$ cat config.mk
export PLATFORM = sky130hd
export DESIGN_NAME = clock_adjust_ctrl
export DESIGN_NICKNAME = d
export VERILOG_FILES = /design/src/rtl/clock_adjust_ctrl.sv
export SDC_FILE = /design/constraint.sdc
export NUM_CORES = 1
export LEC_CHECK = 0
export BUFFER_PORTS_ARGS = -buffer_cell sky130_fd_sc_hd__buf_2
export CAP_MARGIN = 5
export CORE_MARGIN = 2
export CORE_UTILIZATION = 50
export CTS_CLUSTER_DIAMETER = 60
export CTS_CLUSTER_SIZE = 24
export DETAILED_ROUTE_END_ITERATION = 7
export PLACE_DENSITY_LB_ADDON = 0.08
export SETUP_SLACK_MARGIN = 0.15
export SLEW_MARGIN = 10
export SYNTH_ARGS = -nofsm -noshare
export SYNTH_HDL_FRONTEND = slang
export SYNTH_SLANG_ARGS = --single-unit
$ cat constraint.sdc
create_clock -name clk -period 6.1 [get_ports clk]
set_clock_uncertainty 0.2 [all_clocks]
set_input_delay 1.22 -clock clk [delete_from_list [all_inputs] [get_ports clk]]
set_output_delay 1.22 -clock clk [all_outputs]
set_load 0.03 [all_outputs]
$ cat src/rtl/clock_adjust_ctrl.sv
// MM:SS time-keeping controller: run/pause/adjust sequencing, BCD digits and blink masks.
// Optional build macro CLOCK_ADJ_CARRY_EN: seconds wrap in ADJ_SEC also increments minutes.
module clock_adjust_ctrl #(
  parameter int MIN_MAX = 59
) (
  input  logic       clk,
  input  logic       reset,
  input  logic       tick_1hz,
  input  logic       tick_2hz,
  input  logic       tick_4hz,
  input  logic       pause_btn,
  input  logic       adj,
  input  logic       sel,
  output logic [3:0] min_ten,
  output logic [3:0] min_one,
  output logic [3:0] sec_ten,
  output logic [3:0] sec_one,
  output logic [3:0] blank_mask,
  output logic [1:0] mode
);

  typedef enum logic [1:0] {
    RUN     = 2'd0,
    PAUSED  = 2'd1,
    ADJ_MIN = 2'd2,
    ADJ_SEC = 2'd3
  } state_e;

  localparam logic [3:0] MAX_TEN = 4'(MIN_MAX / 10);
  localparam logic [3:0] MAX_ONE = 4'(MIN_MAX % 10);

  state_e     state_q, state_d;
  logic       paused_q, paused_d;
  logic       pause_q;
  logic       blink_q, blink_d;
  logic [3:0] mask_q, mask_d;
  logic [3:0] min_ten_q, min_ten_d, min_one_q, min_one_d;
  logic [3:0] sec_ten_q, sec_ten_d, sec_one_q, sec_one_d;
  logic       pause_rise;
  logic       sec_inc, sec_wrap, min_inc;

  assign pause_rise = pause_btn & ~pause_q;

  always_comb begin
    paused_d  = paused_q ^ (pause_rise & ~adj);
    state_d   = state_q;
    blink_d   = 1'b0;
    mask_d    = 4'b0000;
    sec_one_d = sec_one_q;
    sec_ten_d = sec_ten_q;
    min_one_d = min_one_q;
    min_ten_d = min_ten_q;
    sec_wrap  = 1'b0;

    if (adj) state_d = sel ? ADJ_SEC : ADJ_MIN;
    else     state_d = paused_d ? PAUSED : RUN;

    // Phase only advances while staying in adjust, so entry always starts unblanked.
    if (state_q[1] && state_d[1]) blink_d = blink_q ^ tick_4hz;
    if (blink_d) mask_d = (state_d == ADJ_MIN) ? 4'b1100 : 4'b0011;

    sec_inc = ((state_q == RUN) && tick_1hz) || ((state_q == ADJ_SEC) && tick_2hz);
    if (sec_inc) begin
      if (sec_one_q >= 4'd9) begin
        sec_one_d = 4'd0;
        if (sec_ten_q >= 4'd5) begin
          sec_ten_d = 4'd0;
          sec_wrap  = 1'b1;
        end else begin
          sec_ten_d = sec_ten_q + 4'd1;
        end
      end else begin
        sec_one_d = sec_one_q + 4'd1;
      end
    end

`ifdef CLOCK_ADJ_CARRY_EN
    min_inc = ((state_q == RUN) && sec_wrap) || ((state_q == ADJ_MIN) && tick_2hz) ||
              ((state_q == ADJ_SEC) && sec_wrap);
`else
    min_inc = ((state_q == RUN) && sec_wrap) || ((state_q == ADJ_MIN) && tick_2hz);
`endif

    if (min_inc) begin
      if ((min_ten_q > MAX_TEN) || ((min_ten_q == MAX_TEN) && (min_one_q >= MAX_ONE))) begin
        min_ten_d = 4'd0;
        min_one_d = 4'd0;
      end else if (min_one_q >= 4'd9) begin
        min_one_d = 4'd0;
        min_ten_d = min_ten_q + 4'd1;
      end else begin
        min_one_d = min_one_q + 4'd1;
      end
    end
  end

  always_ff @(posedge clk or posedge reset) begin
    if (reset) begin
      state_q   <= RUN;
      paused_q  <= 1'b0;
      pause_q   <= 1'b0;
      blink_q   <= 1'b0;
      mask_q    <= 4'b0000;
      min_ten_q <= 4'd0;
      min_one_q <= 4'd0;
      sec_ten_q <= 4'd0;
      sec_one_q <= 4'd0;
    end else begin
      state_q   <= state_d;
      paused_q  <= paused_d;
      pause_q   <= pause_btn;
      blink_q   <= blink_d;
      mask_q    <= mask_d;
      min_ten_q <= min_ten_d;
      min_one_q <= min_one_d;
      sec_ten_q <= sec_ten_d;
      sec_one_q <= sec_one_d;
    end
  end

  assign min_ten    = min_ten_q;
  assign min_one    = min_one_q;
  assign sec_ten    = sec_ten_q;
  assign sec_one    = sec_one_q;
  assign blank_mask = mask_q;
  assign mode       = state_q;

endmodule
==> flow_summary.toml <==
[run_status]
outcome = "finished, final reports clean"

[worst_hold_path]
holdCritPathClass = "reg -> reg"
hp-start = "paused_q$_DFF_PP0_"

[pwr]
p_sw_share_pct = 47.2
p_int_uw = 323
ir_worst_vdd_v = 0.000275
power_switching_uw = 289
comb_power_share_pct = 47.4
power_frac_seq_pct = 40.9
leakage_uw = 0.000746
clkPwrFrac_pct = 11.7
p_per_area_nw_per_um2 = 413
fin_total_pwr_uw = 612

[sta]
rsz0062_at_grt = "no"
period_share_pct = 46.8
slew_violations = 0
hold_viol = 0
report.final.setup_viol = 0
fmax_mhz = 350
fin_setup_tns_ps = 0
relSlewSlack_pct = 42.5
tightest_slew_ps = 862
final.min_clock_period_ps = 2860

[floorplanning]
fp.dieArea_sq_um = 3000
die_h_microns = 54.8
start_util_pct = 52.5
core_area_sq_um = 2450
die_width_microns = 54.8
io_pins = 30
core.rowCount = 18

[place]
gp_congestion = 0.746
io_buffers = 29
dp_cells = 182
post-dp-hpwl_microns = 1780

[synth]
ys.flop_type = "dfrtp_1"
synth_cells = 126
syn_area_sq_um = 1290
ys_ff_latch = 23
yosys_warnings = 0
syn_avg_cell_area_sq_um = 10.2
synth-edff-count = 0
synth_cell_types = 42
async_flop_share_pct = 100
ys_seq_area_share_pct = 44.7
yosysTopAreaCellShare_pct = 44.7
yosysMostFrequentCell = "dfrtp_1"
ys_top_cells_by_area = "dfrtp_1 (45%), ha_1 (12%), o21ai_0 (4.3%)"
synth_top_area_cell = "dfrtp_1"
synthTopCellsByCount = "dfrtp_1 (23), ha_1 (12), inv_1 (11), nand2_1 (11), o21ai_0 (11)"
syn-num-nets = 146

[cts]
cts_tree = "done"
ctsHtreeMaxLevel = 1
post-cts-setup-buffers = 0
clk_pin_slew_ps = 140
post_cts_resize_count = 0
ctsHoldBuffers = 0
clock-sinks = 23
clock_latency_ps = 310
clockRootBuffer = "clkbuf_4"
numCtsBuffers = 3
clockBufferDepth = 2

[drt]
drc = 0
drt-initial-drc-count = 6
post_drt_wl_per_cell_microns = 13.0
drt-pass1-iter-count = 4
wl_microns = 2420
detail-route-antenna-nets = 0
drt-vias-per-instance = 5.43
vias = 1010

[global_routing]
antenna_found_initial = 0
grt_pass1_vias = 905
grt_pass1_wl_microns = 3940
grtUsageTotal_pct = 18.3
grt_max_degree = 24
grt.overflow.total = 0

[critical_path]
cpPeakStageDelay_ps = 490
cp-start-kind = "input port"
cp_cell_sequence = "buf_2 -> nor3b_1 -> o221ai_2 -> o41ai_4 -> nand2b_2 -> a221o_1"
critPathArrivalTime_ps = 2870
worst-path-buf-inv = 1
startpoint = "tick_1hz"
cp-end-kind = "register"
r2r-start = "min_one[0]$_DFFE_PP0P_"
cp_slowest_cell = "o41ai_4"
required_ps = 6110
cpLargestDelayFamily = "compound AO/OA/AOI/OAI gates"
critPathMaxFanout = 11
critPathKind = "in -> reg"

[finish]
fillCellCount = 219
fin_nets = 177
areaGrowthSynthToFinish_pct = 14.9
drive_gt1_share_pct = 25.6
fin_cells = 186
num_antenna_cells = 0

[flow_run]
timing.max_cap.violations = 0
[stage by stage]
step                utilization, %  instance area (sq um)  setup slack [ps]  hold WS, ps
floorplan                        -                   1290              3250          239
global placement              59.2                   1450              2960          258
detailed placement            59.2                   1450              2900          261
CTS                           60.3                   1480              3230          280
global route                  60.3                   1480              3090          313
finish                        60.3                   1480              3240          282
[power by group through the flow]
| stage | clock [uW] | combinational, uW | sequential, uW |
|---|---|---|---|
| 6_report | 71.8 | 290 | 250 |
| 5_1_grt | 81.5 | 328 | 258 |
| 4_1_cts | 73.2 | 293 | 249 |
| 3_5_place_dp | 0 | 291 | 253 |
| 3_3_place_gp | 0 | 283 | 251 |
| 2_1_floorplan | 0 | 144 | 317 |
[worst reg2reg max path, delay by kind of cell, from the launching register on]
family,cells,cell delay (ps)
multiplexers,1,200
flip-flops,1,480
AND/OR/NAND/NOR,2,770
AO/OA/AOI/OAI,1,540
adder cells (fa/ha/maj),1,230
[sequential cells by signal, indices dropped and copies added, names as in the netlist]
signal / count
sec_one: 4
min_ten: 4
blank_mask: 2
paused_q: 1
mode: 2
sec_ten: 4
pause_q: 1
min_one: 4
blink_q: 1
[cells in the final DEF, fill, tap and decap left out, drive strengths merged, types with 3 or more instances in the layout]
| master | n |
|---|---|
| nand2b | 8 |
| dfrtp | 23 |
| ha | 12 |
| nor2b | 3 |
| buf | 29 |
| inv | 11 |
| o21ai | 13 |
| nand2 | 11 |
| clkbuf | 3 |
| nor2 | 7 |
[metal layers]
layer | vias up | share of wire (%) | track usage (%)
met2 | 24 | 49 | 30.8
met5 | - | 0 | 0
li1 | 498 | - | -
met3 | 2 | 3.8 | 3.28
met1 | 486 | 46 | 23.5
met4 | 0 | 0.78 | 6.25
[kinds of logic (layout without fill, tap and decap cells)]
group                    count (synthesis)  after routing  synth area share, %
AND/OR/NAND/NOR                         44             44                 19.0
AO/OA/AOI/OAI                           29             29                 17.0
flip-flops                              23             23                 44.7
buffers and inverters                   14             44                 4.66
adder cells (fa/ha/maj)                 12             12                 11.7
XOR/XNOR                                 2              2                 1.36
multiplexers                             2              2                 1.65
[path summary, 6_finish.rpt]
path | end | cells after the start | slack (ps)
max | min_ten[2]$_DFFE_PP0P_ | 6 | 3240
min in group asynchronous | min_one[1]$_DFFE_PP0P_ | 2 | 860
max reg2reg | min_ten[1]$_DFFE_PP0P_ | 5 | 3630
max in group asynchronous | sec_one[1]$_DFFE_PP0N_ | 2 | 4310
min reg2reg | paused_q$_DFF_PP0_ | 1 | 280
min | paused_q$_DFF_PP0_ | 1 | 280
[cell type report]
cell class	instances	area, sq um	share of cell area (%)
well taps	30	37.5	2.54
multi-input cells	89	653	44.1
clock inverters	1	5.00	0.338
flip-flops and latches	23	576	38.9
repair buffers	29	145	9.81
inverters	11	41.3	2.79
clock buffers	3	22.5	1.52
Power figures use the tool's default switching activity.
